**config.mk**
```make
export PLATFORM = sky130hd
export DESIGN_NAME = charlieplex_digits
export DESIGN_NICKNAME = d
export VERILOG_FILES = /design/src/rtl/charlieplex_digits.sv
export SDC_FILE = /design/constraint.sdc
export NUM_CORES = 1
export LEC_CHECK = 0
export ABC_AREA = 1
export CAP_MARGIN = 5
export CORE_UTILIZATION = 45
export CTS_BUF_LIST = sky130_fd_sc_hd__clkbuf_4 sky130_fd_sc_hd__clkbuf_8 sky130_fd_sc_hd__clkbuf_16
export DETAILED_ROUTE_END_ITERATION = 6
export GPL_ROUTABILITY_DRIVEN = 1
export PLACE_DENSITY = 0.69
export SYNTH_ARGS = -nofsm -noshare
export SYNTH_HDL_FRONTEND = slang
export SYNTH_SLANG_ARGS = --single-unit
```
**constraint.sdc**
```tcl
create_clock -name CLK -period 7.43 [get_ports CLK]
set_input_delay 2.229 -clock CLK [delete_from_list [all_inputs] [get_ports CLK]]
set_output_delay 2.229 -clock CLK [all_outputs]
set_load 0.01 [all_outputs]
```
**src/rtl/charlieplex_digits.sv**
```systemverilog
// Multi-digit hex scanner for charlieplexed 7-segment boards on eight shared lines.
// Inputs are latched once per frame; each digit slot is blanked, then lit for BRIGHT+1 ticks.
module charlieplex_digits #(
    parameter int N_DIGITS    = 8,
    parameter int CLK_DIV     = 100,
    parameter int BLANK_TICKS = 2
) (
    input  logic        CLK,
    input  logic        RESET_N,
    input  logic [31:0] VALUE,
    input  logic [7:0]  DIG_EN,
    input  logic [3:0]  BRIGHT,
    output logic [7:0]  S_O,
    output logic [7:0]  S_OE,
    output logic        FRAME_STB
);

    localparam int              DIV_W    = (CLK_DIV > 1) ? $clog2(CLK_DIV) : 1;
    localparam logic [DIV_W-1:0] DIV_LAST = DIV_W'(CLK_DIV - 1);
    localparam logic [4:0]      PH_MAX   = 5'(BLANK_TICKS + 15);
    localparam logic [4:0]      PH_BLANK = 5'(BLANK_TICKS);
    localparam logic [2:0]      DIG_LAST = 3'(N_DIGITS - 1);

    logic [DIV_W-1:0] div_cnt;
    logic [4:0]       phase;
    logic [2:0]       digit;
    logic [31:0]      sh_value;
    logic [7:0]       sh_en;
    logic [3:0]       sh_bright;

    logic       tick;
    logic       slot_end;
    logic       frame_end;
    logic       lit;
    logic [6:0] seg;
    logic [7:0] seg_lo;
    logic [7:0] seg_up;
    logic [7:0] line_o;
    logic [7:0] line_oe;

    function automatic logic [6:0] hex_font(input logic [3:0] n);
        logic [6:0] f;
        case (n)
            4'h0: f = 7'h3F;
            4'h1: f = 7'h06;
            4'h2: f = 7'h5B;
            4'h3: f = 7'h4F;
            4'h4: f = 7'h66;
            4'h5: f = 7'h6D;
            4'h6: f = 7'h7D;
            4'h7: f = 7'h07;
            4'h8: f = 7'h7F;
            4'h9: f = 7'h6F;
            4'hA: f = 7'h77;
            4'hB: f = 7'h7C;
            4'hC: f = 7'h39;
            4'hD: f = 7'h5E;
            4'hE: f = 7'h79;
            default: f = 7'h71;
        endcase
        return f;
    endfunction

    assign tick      = (div_cnt == DIV_LAST);
    assign slot_end  = tick && (phase == PH_MAX);
    assign frame_end = slot_end && (digit == DIG_LAST);

    always_ff @(posedge CLK or negedge RESET_N) begin
        if (!RESET_N) begin
            div_cnt   <= '0;
            phase     <= PH_MAX;
            digit     <= DIG_LAST;
            sh_value  <= '0;
            sh_en     <= '0;
            sh_bright <= '0;
            FRAME_STB <= 1'b0;
            S_O       <= '0;
            S_OE      <= '0;
        end else begin
            div_cnt   <= tick ? '0 : div_cnt + 1'b1;
            FRAME_STB <= frame_end;
            S_O       <= line_o;
            S_OE      <= line_oe;
            if (tick) begin
                if (phase == PH_MAX) begin
                    phase <= '0;
                    digit <= (digit == DIG_LAST) ? 3'd0 : digit + 3'd1;
                end else begin
                    phase <= phase + 5'd1;
                end
            end
            // Reset state sits at the last phase of the last digit, so the first tick latches too.
            if (frame_end) begin
                sh_value  <= VALUE;
                sh_en     <= DIG_EN;
                sh_bright <= BRIGHT;
            end
        end
    end

    always_comb begin
        seg     = hex_font(sh_value[{digit, 2'b00} +: 4]);
        seg_lo  = {1'b0, seg};
        seg_up  = {seg, 1'b0};
        lit     = sh_en[digit] && (phase >= PH_BLANK) && ((phase - PH_BLANK) <= {1'b0, sh_bright});
        line_o  = '0;
        line_oe = '0;
        if (lit) begin
            // Lines below the anode carry seg[k]; lines above it are shifted down by one.
            for (int k = 0; k < 8; k++) begin
                if (3'(k) == digit) begin
                    line_o[k]  = 1'b1;
                    line_oe[k] = 1'b1;
                end else if (3'(k) < digit) begin
                    line_oe[k] = seg_lo[k];
                end else begin
                    line_oe[k] = seg_up[k];
                end
            end
        end
    end

    no_contention: assert property (@(posedge CLK) disable iff (!RESET_N) $onehot0(S_O & S_OE));

endmodule

```
==> out/results.txt, run 1 <==
Flop pwr share - 54.3%
number of top-level pins - 63
critical setup path kind - register to output pin
number of gates given a new drive strength after cts - 0
Sum Neg Setup Slack - 0 ns
sum of overflow across all layers after global routing - 0
Layout Area Growth over Synthesis - 20.4%
routed length per placed instance - 12.2 um
number of diodes added for antenna fixing - 0
hold violation count in the final report - 0
floorplan core area - 8720 um^2
total power draw - 761 uW
hold worst-path end - sh_value[10]
result of the run - complete, no violations
most common cell in the synthesized netlist - sky130_fd_sc_hd__nand2_1
Post-DP HPWL - 6050 um
Hold Crit Start - sh_value[10]
Cell Area, Synth - 4060 um^2
Clock Power Share - 41.6%
die width - 96.9 um
clk_lat worst skew - 0.35 ns
CP max-delay cell - sky130_fd_sc_hd__clkdlybuf4s50_1
CTS sink cnt - 76
Tightest Hold Check Type - register to register
switching power total - 154 uW
reported max-cap violation count - 0
area share of the largest cell type after synthesis - 43.8%
first-pass GRT wire length - 14800 um
total routed wirelength - 8470 um
largest fanout on the critical path - 1
number of placed cells counting well taps - 676
CTS Root Cell - sky130_fd_sc_hd__clkbuf_8
cell count after synthesis - 522
setup repair after global routing missed its margin - false
count of state elements after synthesis - 76
maximum clock frequency - 0.291 GHz
Worst EP arrival - 1.20 ns
Port Buffers - 62
leakage power total - 2.39 nW
number of cells traversed by the worst register-to-register path - 15
terminus of the critical flop-to-flop path - S_OE[5]
kind of cell adding the most delay to the critical path - buffers and inverters
site row count - 34
remaining max-slew budget at the tightest pin - 37.9%
type of origin of the critical path - register
sequential share of the synthesized area - 47.0%
number of enable flip-flop cells after synthesis - 0
count of hold buffers inserted by post-cts repair - 0
DIE AREA - 9400 um^2
R2R setup slack - 4.19 ns
share of flip-flops with an asynchronous set or reset after synthesis - 100%
Reg-to-Reg Start - digit[0]
number of nets produced by synthesis - 589
Mean Syn Cell Area - 7.77 um^2
type of destination of the critical path - output pin
TritonRoute pass-1 iters - 4
Reg clk slew, reported paths - 0.07 ns
TritonCTS buffer count - 9
Max Slew Vio Count - 0
Initial Utilization - 46.5%
pin count of the biggest net entering global routing - 77
CP Data Required Time - 5.20 ns
leading register cell type out of synthesis - sky130_fd_sc_hd__dfrtp_1
total power divided by cell area - 156 nW/um^2
hold path depth - 2
worst slew pin tran - 0.931 ns
die outline height - 96.9 um
drt via density - 4.87
dpl cell area - 4690 um^2
Cell Int Power - 608 uW
Synth area leaders - sky130_fd_sc_hd__dfrtp_1, sky130_fd_sc_hd__nand2_1, sky130_fd_sc_hd__ha_1
detailed-route via count - 3369
ratio of cells with drive above 1 in the final layout - 7.88%
maximum clock path buffer count - 2
maximum VDD drop - 0.0748 mV
initial antenna violation count - 0
count of H-tree levels built during CTS - 3
remaining routing DRC violations - 0
vias in the first global route - 3216
Final Net Count - 646
Final Non-Filler Cells - 692
final critical-path required period - 3.43 ns
Post-Route Skew - 0.00990 ns
cell type with the largest total area after synthesis - sky130_fd_sc_hd__dfrtp_1
largest stage delay on the critical path - 0.54 ns
worst setup timing slack at the placement stage - 4.22 ns
Setup-failing EPs final - 0
TritonCTS clock tree - yes
worst path setup slack after routing - 4.00 ns
share of power burned in combinational logic - 4.0%
most numerous cell types in the synthesized netlist - sky130_fd_sc_hd__nand2_1, sky130_fd_sc_hd__dfrtp_1, sky130_fd_sc_hd__inv_1, sky130_fd_sc_hd__nor2_1, sky130_fd_sc_hd__nand3_1
total track usage - 19.4%
Net Sw Frac - 20.2%
number of DRC violations after detailed-routing iteration 0 - 163
yosys warns - 0
final antenna-violating net count - 0
crit path buf inv count - 1
ordered cell list for the critical path - clkdlybuf4s50_1
gpl congestion - 0.869
final cell area excluding filler cells - 4880 um^2
Post-CTS Setup Inserts - 0
Cell variety after synth - 36
final period utilization - 46.2%
[layer usage]
metal,vias to the layer above,share of wire (%),GRT usage (%)
li1,1729,-,-
met1,1542,48,26.7
met2,89,46,30.3
met3,9,4.5,3.32
met4,0,1.2,7.92
met5,-,0,0
[worst max-delay path by stage]
stage                   start        end  slack [ns]  cells past startpoint
floorplan           FRAME_STB  FRAME_STB        4.83                      0
global placement     digit[2]    S_OE[5]        4.32                     15
detailed placement   digit[0]    S_OE[5]        4.22                     15
CTS                   S_OE[5]    S_OE[5]        3.98                      1
global route         digit[0]    S_OE[2]        3.75                     16
finish                S_OE[5]    S_OE[5]        4.00                      1
[power groups by stage]
stage / clock [mW] / sequential, mW / combinational [mW]
6_report: 0.317 / 0.414 / 0.0308
5_1_grt: 0.344 / 0.413 / 0.0342
4_1_cts: 0.325 / 0.413 / 0.0317
3_5_place_dp: 0 / 0.421 / 0.0317
3_3_place_gp: 0 / 0.421 / 0.0314
2_1_floorplan: 0 / 0.422 / 0.00000114
[cell type report]
class | instances | area [um^2]
Timing Repair Buffer | 62 | 618
Clock inverter | 2 | 35.0
Multi-Input combinational cell | 374 | 1810
Fill cell | 836 | 3840
Tap cell | 108 | 135
Clock buffer | 14 | 161
Sequential cell | 76 | 1910
Inverter | 56 | 216
[stage by stage]
stage / hold WS [ns] / util (%)
after floorplan: 0.433 / -
final: 0.474 / 56.0
after global routing: 0.493 / 56.0
after CTS: 0.472 / 56.0
after detailed placement: 0.456 / 53.7
after global placement: 0.452 / 53.7
[logic make-up after synthesis]
group                      count (synthesis)  synth area share [%]
and+or+nand+nor                          306                  31.4
buffers and inverters                     72                  8.36
adders and majority gates                 21                  6.48
AOI/OAI and AO/OA                         45                  6.26
xor gates and xnor gates                   2                 0.432
DFF                                       76                  47.0
[layout by cell type, fill, tap and decap left out, types with 2 or more instances in the layout]
| master | synthesis | routed |
|---|---|---|
| sky130_fd_sc_hd__nand2_1 | 217 | 217 |
| sky130_fd_sc_hd__dfrtp_1 | 71 | 71 |
| sky130_fd_sc_hd__clkdlybuf4s50_1 | 0 | 61 |
| sky130_fd_sc_hd__inv_1 | 48 | 48 |
| sky130_fd_sc_hd__nor2_1 | 36 | 36 |
| sky130_fd_sc_hd__nand3_1 | 31 | 31 |
| sky130_fd_sc_hd__o21ai_0 | 25 | 25 |
| sky130_fd_sc_hd__ha_1 | 21 | 21 |
| sky130_fd_sc_hd__a21oi_1 | 10 | 10 |
| sky130_fd_sc_hd__clkbuf_8 | 0 | 9 |
| sky130_fd_sc_hd__inv_2 | 5 | 5 |
| sky130_fd_sc_hd__clkbuf_4 | 0 | 5 |
| sky130_fd_sc_hd__dfstp_2 | 5 | 5 |
| sky130_fd_sc_hd__nor3_1 | 4 | 4 |
| sky130_fd_sc_hd__nor2_2 | 4 | 4 |
| sky130_fd_sc_hd__nand2_2 | 3 | 3 |
| sky130_fd_sc_hd__nor2_4 | 3 | 3 |
| sky130_fd_sc_hd__a21oi_2 | 3 | 3 |
| sky130_fd_sc_hd__clkinv_2 | 1 | 2 |
| sky130_fd_sc_hd__o211ai_1 | 2 | 2 |
| sky130_fd_sc_hd__nand4_1 | 2 | 2 |
| sky130_fd_sc_hd__xor2_1 | 2 | 2 |
[registers in the layout, indices dropped and copies added (netlist names)]
name	count
sh_en	8
sh_bright	4
sh_value	32
digit	3
FRAME_STB	1
phase	5
S_OE	8
div_cnt	7
S_O	8
Note: power is estimated with default switching activity, not from simulation.
==> run 2: changes to the inputs <==
Clock period 7.43 ns to 3.3 ns, I/O delays scaled along.
==> run 2 against run 1 <==
Routed wire length up 3.5%. Via count up 0.18%. Sequential share of layout area down 0.41 points. Utilization up 0.59 points. Die area unchanged. Largest cell class unchanged.
==> out/results.txt, run 2 (same netlist as run 1, synthesis figures left out) <==
die width - 96.9 um (unchanged)
CTS Root Cell - sky130_fd_sc_hd__clkbuf_8
leading cell type in the layout, fill and taps excluded - sky130_fd_sc_hd__nand2_1
Layout Area Growth over Synthesis - 21.7%
worst slew pin tran - 0.934 ns (+0.00248 ns)
Reg clk slew, reported paths - 0.08 ns (about the same)
maximum VDD drop - 0.184 mV (+150%)
maximum clock frequency - 0.370 GHz
final critical-path required period - 2.70 ns
Reg-to-Reg Start - digit[2]
count of H-tree levels built during CTS - 3 (unchanged)
initial antenna violation count - 0 (unchanged)
Core Util, Final - 56.6% (+0.59 points)
final period utilization - 81.9%
reported max-cap violation count - 0 (unchanged)
Port Buffers - 62 (unchanged)
drt via density - 4.86 (-0.25%)
switching power total - 369 uW (+140%)
CP Launch Point - digit[2]
Setup-failing EPs final - 0 (unchanged)
number of DRC violations after detailed-routing iteration 0 - 163 (unchanged)
critical setup path kind - register to register
number of diodes added for antenna fixing - 0 (unchanged)
number of gates given a new drive strength after cts - 0 (unchanged)
CP Data Required Time - 3.58 ns (-1.62 ns)
Cell Int Power - 1.44 mW (+140%)
largest fanout on the critical path - 12 (+11)
TritonCTS buffer count - 9 (unchanged)
total routed wirelength - 8770 um (+3.5%)
Net Sw Frac - 20.4% (+0.22 points)
Post-DP HPWL - 6440 um (+6.5%)
Hold Crit Start - sh_value[8]
maximum clock path buffer count - 2 (unchanged)
Flop pwr share - 51.5% (-2.8 points)
remaining max-slew budget at the tightest pin - 37.7% (-0.17 points)
DIE AREA - 9400 um^2 (unchanged)
Initial Utilization - 46.5% (unchanged)
sum of overflow across all layers after global routing - 0 (unchanged)
Clock Power Share - 44.7% (+3.1 points)
clk_lat worst skew - 0.36 ns (about the same)
total power draw - 1.81 mW (+140%)
hold path depth - 2 (unchanged)
vias in the first global route - 3430 (+6.7%)
site row count - 34 (unchanged)
Sum Neg Setup Slack - 0 ns (unchanged)
area used by multi-input combinational logic - 1810 um^2 (unchanged)
type of destination of the critical path - register
ratio of cells with drive above 1 in the final layout - 8.35% (+0.47 points)
total track usage - 20.3% (+0.94 points)
leakage power total - 2.42 nW (+1.0%)
count of hold buffers inserted by post-cts repair - 0 (unchanged)
routed length per placed instance - 12.6 um (+3.0%)
commonest non-fill, non-tap cells in the layout - sky130_fd_sc_hd__nand2_1, sky130_fd_sc_hd__dfrtp_1, sky130_fd_sc_hd__clkdlybuf4s50_1, sky130_fd_sc_hd__inv_1, sky130_fd_sc_hd__nor2_1
Post-Route Skew - 0.0165 ns (+0.00665 ns)
setup repair after global routing missed its margin - false
result of the run - complete, no violations
max reg flops - 32 (unchanged)
remaining routing DRC violations - 0 (unchanged)
number of cells traversed by the worst register-to-register path - 16 (+1)
number of top-level pins - 63 (unchanged)
total power divided by cell area - 366 nW/um^2 (+130%)
final antenna-violating net count - 0 (unchanged)
Post-CTS Setup Inserts - 0 (unchanged)
Tightest Hold Check Type - register to register
first-pass GRT wire length - 15500 um (+4.3%)
filler instances - 823 (-1.6%)
floorplan core area - 8720 um^2 (unchanged)
Final Net Count - 649 (+0.46%)
detailed-route via count - 3375 (+0.18%)
FF/Latch Area - 1910 um^2 (unchanged)
hold violation count in the final report - 0 (unchanged)
final cell area excluding filler cells - 4930 um^2 (+1.1%)
Worst EP arrival - 2.98 ns (+1.78 ns)
Max Slew Vio Count - 0 (unchanged)
dpl cell area - 4710 um^2 (+0.48%)
type of origin of the critical path - register
pin count of the biggest net entering global routing - 77 (unchanged)
gpl congestion - 0.976 (+12%)
TritonCTS clock tree - yes
share of power burned in combinational logic - 3.8% (-0.2 points)
CTS sink cnt - 76 (unchanged)
TritonRoute pass-1 iters - 5 (+1)
die outline height - 96.9 um (unchanged)
Most flops, register - sh_value
-- run 2: cell types whose count changed in the layout (fill, tap and decap cells not counted), sizes merged --
cell | previous run | this run
clkinvlp | 0 | 1
bufinv | 1 | 2
clkbuf | 14 | 12
buf | 1 | 4
-- run 2: worst paths after layout --
check / endpoint / slack, ns
setup / recovery: S_OE[0] / 0.60
hold / removal: sh_value[8] / 0.47
setup reg to reg: S_OE[0] / 0.60
hold reg to reg: sh_value[8] / 0.47
max in group asynchronous: sh_value[10] / 1.92
min in group asynchronous: sh_en[7] / 0.77
-- run 2: metrics by stage --
stage	worst slack, ns	hold WS [ns]	std cells
final	0.596	0.473	695
after global routing	0.248	0.496	695
after CTS	0.623	0.476	695
after detailed placement	0.643	0.459	679
after global placement	0.749	0.453	679
after floorplan	0.832	0.433	522
-- run 2: per-layer routing --
metal	up-vias	track usage, %	share of wire [%]
li1	1732	-	-
met1	1543	25.8	47
met2	89	34.2	47
met3	11	4.12	4.6
met4	0	7.35	1.1
met5	-	0	0
-- run 2: power by group through the flow --
stage | Clock (mW) | Combinational [mW] | Sequential [mW]
after detailed placement | 0 | 0.0714 | 0.949
after CTS | 0.813 | 0.0716 | 0.931
final | 0.808 | 0.0692 | 0.931
after global routing | 0.852 | 0.0768 | 0.931
after global placement | 0 | 0.0706 | 0.949
after floorplan | 0 | 0.000000887 | 0.949
-- run 2: final cells by class --
| type | count | area share, % |
|---|---|---|
| Clock buffer | 12 | 3.09 |
| Clock inverter | 4 | 1.47 |
| Inverter | 56 | 4.39 |
| Multi-Input combinational cell | 374 | 36.7 |
| Sequential cell | 76 | 38.7 |
| Tap cell | 108 | 2.74 |
| Timing Repair Buffer | 65 | 13.0 |
-- run 2: critical path, cell delays in order, from the launching register on --
cell	delay (ns)
sky130_fd_sc_hd__dfstp_2	0.68
sky130_fd_sc_hd__clkinv_1	0.29
sky130_fd_sc_hd__nand2_1	0.15
sky130_fd_sc_hd__nor2_2	0.07
sky130_fd_sc_hd__inv_1	0.11
sky130_fd_sc_hd__nor2_1	0.06
sky130_fd_sc_hd__nor4_1	0.28
sky130_fd_sc_hd__buf_4	0.19
sky130_fd_sc_hd__inv_1	0.07
sky130_fd_sc_hd__ha_1	0.18
sky130_fd_sc_hd__inv_1	0.10
sky130_fd_sc_hd__nor2_1	0.07
sky130_fd_sc_hd__inv_1	0.05
sky130_fd_sc_hd__nand3_1	0.06
sky130_fd_sc_hd__nand2_1	0.10
sky130_fd_sc_hd__nand2_1	0.07
sky130_fd_sc_hd__a21oi_2	0.11
==> run 3: changes to the inputs <==
Settings changed: PLACE_DENSITY 0.69 to 0.71.
Clock period 3.3 ns to 2.2 ns, I/O delays scaled along.
==> run 3 against run 2 <==
The flow now finishes with violations (negative setup slack). Clock power grew 51%. Largest power group unchanged. Highest routed layer unchanged. Power is 50% higher. Critical path depth is 2 lower. Worst setup slack worse by 0.64 ns.
==> out/results.txt, run 3 (same netlist as run 1, synthesis figures left out) <==
Final Non-Filler Cells - 729 (+4.9%)
total power divided by cell area - 504 nW/um^2 (+38%)
Most flops, register - sh_value
site row count - 34 (unchanged)
minimum hold slack - 0.225 ns (-0.248 ns)
first-pass GRT wire length - 16500 um (+6.7%)
worst path setup slack after routing - -0.0448 ns (-0.641 ns)
TritonRoute pass-1 iters - 4 (-1)
total track usage - 21.7% (+1.4 points)
maximum VDD drop - 0.308 mV (+67%)
Post-DP HPWL - 6980 um (+8.3%)
largest fanout on the critical path - 4 (-8)
detailed-route via count - 3559 (+5.5%)
Tightest Hold Check Type - input pin to async pin
vias in the first global route - 3617 (+5.5%)
final cell area excluding filler cells - 5400 um^2 (+9.3%)
CP Data Required Time - 2.49 ns (-1.09 ns)
terminus of the critical flop-to-flop path - S_OE[5]
Max Slew Vio Count - 0 (unchanged)
violated checks - negative setup slack
setup repair after global routing missed its margin - true
Port Buffers - 62 (unchanged)
Setup-failing EPs final - 6 (+6)
number of cells traversed by the worst register-to-register path - 14 (-2)
maximum clock path buffer count - 2 (unchanged)
max reg flops - 32 (unchanged)
DIE AREA - 9400 um^2 (unchanged)
final period utilization - 102% (+20 points)
remaining max-slew budget at the tightest pin - 67.2% (+29 points)
Post-Route Skew - 0.0102 ns (-0.00639 ns)
number of DRC violations after detailed-routing iteration 0 - 234 (+44%)
die width - 96.9 um (unchanged)
count of H-tree levels built during CTS - 3 (unchanged)
count of hold buffers inserted by post-cts repair - 0 (unchanged)
remaining routing DRC violations - 0 (unchanged)
worst slew pin tran - 0.491 ns (-0.443 ns)
drt via density - 4.88 (+0.53%)
gpl congestion - 0.965 (-1.1%)
number of placed cells counting well taps - 705 (+3.8%)
Worst EP arrival - 2.53 ns (-0.45 ns)
hold violation count in the final report - 0 (unchanged)
number of top-level pins - 63 (unchanged)
type of origin of the critical path - register
Reg clk slew, reported paths - 0.08 ns (about the same)
type of destination of the critical path - register
final antenna-violating net count - 0 (unchanged)
Core Util, Final - 61.9% (+5.3 points)
total routed wirelength - 9380 um (+7.0%)
R2R setup slack - -0.04 ns (-0.64 ns)
maximum clock frequency - 0.445 GHz (+20%)
Reg-to-Reg Start - digit[1]
routed length per placed instance - 12.9 um (+2.0%)
leading cell type in the layout, fill and taps excluded - sky130_fd_sc_hd__nand2_1
final critical-path required period - 2.24 ns (-0.459 ns)
commonest non-fill, non-tap cells in the layout - sky130_fd_sc_hd__nand2_1, sky130_fd_sc_hd__dfrtp_1, sky130_fd_sc_hd__clkdlybuf4s50_1, sky130_fd_sc_hd__inv_1, sky130_fd_sc_hd__nor2_1
clk_lat worst skew - 0.35 ns (about the same)
sum of overflow across all layers after global routing - 0 (unchanged)
ratio of cells with drive above 1 in the final layout - 17.4% (+9.0 points)
pin count of the biggest net entering global routing - 47 (-39%)
Layout Area Growth over Synthesis - 33.0%
reported max-cap violation count - 0 (unchanged)
leakage power total - 2.61 nW (+8.0%)
result of the run - finished with violations
critical setup path kind - register to register
initial antenna violation count - 0 (unchanged)
die outline height - 96.9 um (unchanged)
Final Net Count - 683 (+5.2%)
number of diodes added for antenna fixing - 0 (unchanged)
Initial Utilization - 46.5% (unchanged)
floorplan core area - 8720 um^2 (unchanged)
dpl cell area - 4970 um^2 (+5.6%)
CTS sink cnt - 76 (unchanged)
TritonCTS buffer count - 9 (unchanged)
CTS Root Cell - sky130_fd_sc_hd__clkbuf_8
TritonCTS clock tree - yes
[run 3: layer usage]
| metal | wire (um) | vias up | GRT usage [%] |
|---|---|---|---|
| met3 | 422 | 17 | 3.47 |
| met5 | 0 | - | 0 |
| met1 | 4210 | 1649 | 27.8 |
| met2 | 4580 | 86 | 35.7 |
| met4 | 171 | 0 | 10.8 |
| li1 | - | 1807 | - |
[run 3: worst max path at each step]
stage | cells after the start | from | end | slack, ns
detailed placement | 14 | digit[1] | S_OE[6] | -0.13
global placement | 14 | digit[1] | S_OE[4] | -0.01
global route | 15 | digit[1] | S_OE[5] | -0.15
CTS | 15 | digit[0] | S_OE[0] | -0.02
finish | 14 | digit[1] | S_OE[5] | -0.04
floorplan | 16 | digit[1] | S_OE[2] | -0.003
[run 3: area by class of cell]
type                    instances  area [um^2]
inverters                      56          231
repair buffers                 99          941
clock buffers                  11          151
flip-flops and latches         76         1910
well taps                     108          135
clock inverters                 5         83.8
multi-input cells             374         1940
fillers                       754         3330
[run 3: critical path, cell delays in order, from the launching register on]
cell and delay, ns:
sky130_fd_sc_hd__dfstp_2 0.59, sky130_fd_sc_hd__buf_12 0.12, sky130_fd_sc_hd__clkinv_8 0.04, sky130_fd_sc_hd__nand3_4 0.05
sky130_fd_sc_hd__inv_2 0.04, sky130_fd_sc_hd__a32o_2 0.23, sky130_fd_sc_hd__nor4_4 0.24, sky130_fd_sc_hd__buf_4 0.20
sky130_fd_sc_hd__ha_1 0.17, sky130_fd_sc_hd__o21ai_2 0.07, sky130_fd_sc_hd__nand3_1 0.08, sky130_fd_sc_hd__nand2_1 0.08
sky130_fd_sc_hd__o21ai_1 0.13, sky130_fd_sc_hd__nand2_1 0.07, sky130_fd_sc_hd__nand2_1 0.06
[run 3: where the power goes]
| part | internal (mW) | switching [mW] | total, mW |
|---|---|---|---|
| registers | 1.40 | 0 | 1.40 |
| logic | 0.0720 | 0.0361 | 0.108 |
| clock network | 0.702 | 0.513 | 1.22 |
[run 3: timing repair]
item,4_1_cts,5_1_grt
setup buffers,7,1
pin swaps,5,11
resized for setup,10,20
endpoints found under the setup margin,8,14
[run 3: stage by stage]
| stage | TNS [ns] | setup WS, ns | total power [mW] |
|---|---|---|---|
| finish | -0.140 | -0.0448 | 2.72 |
| CTS | -0.0270 | -0.0164 | 2.74 |
| floorplan | -0.00382 | -0.00275 | 1.42 |
| global route | -0.927 | -0.149 | 2.80 |
| detailed placement | -0.650 | -0.132 | 1.53 |
| global placement | -0.0117 | -0.0117 | 1.53 |
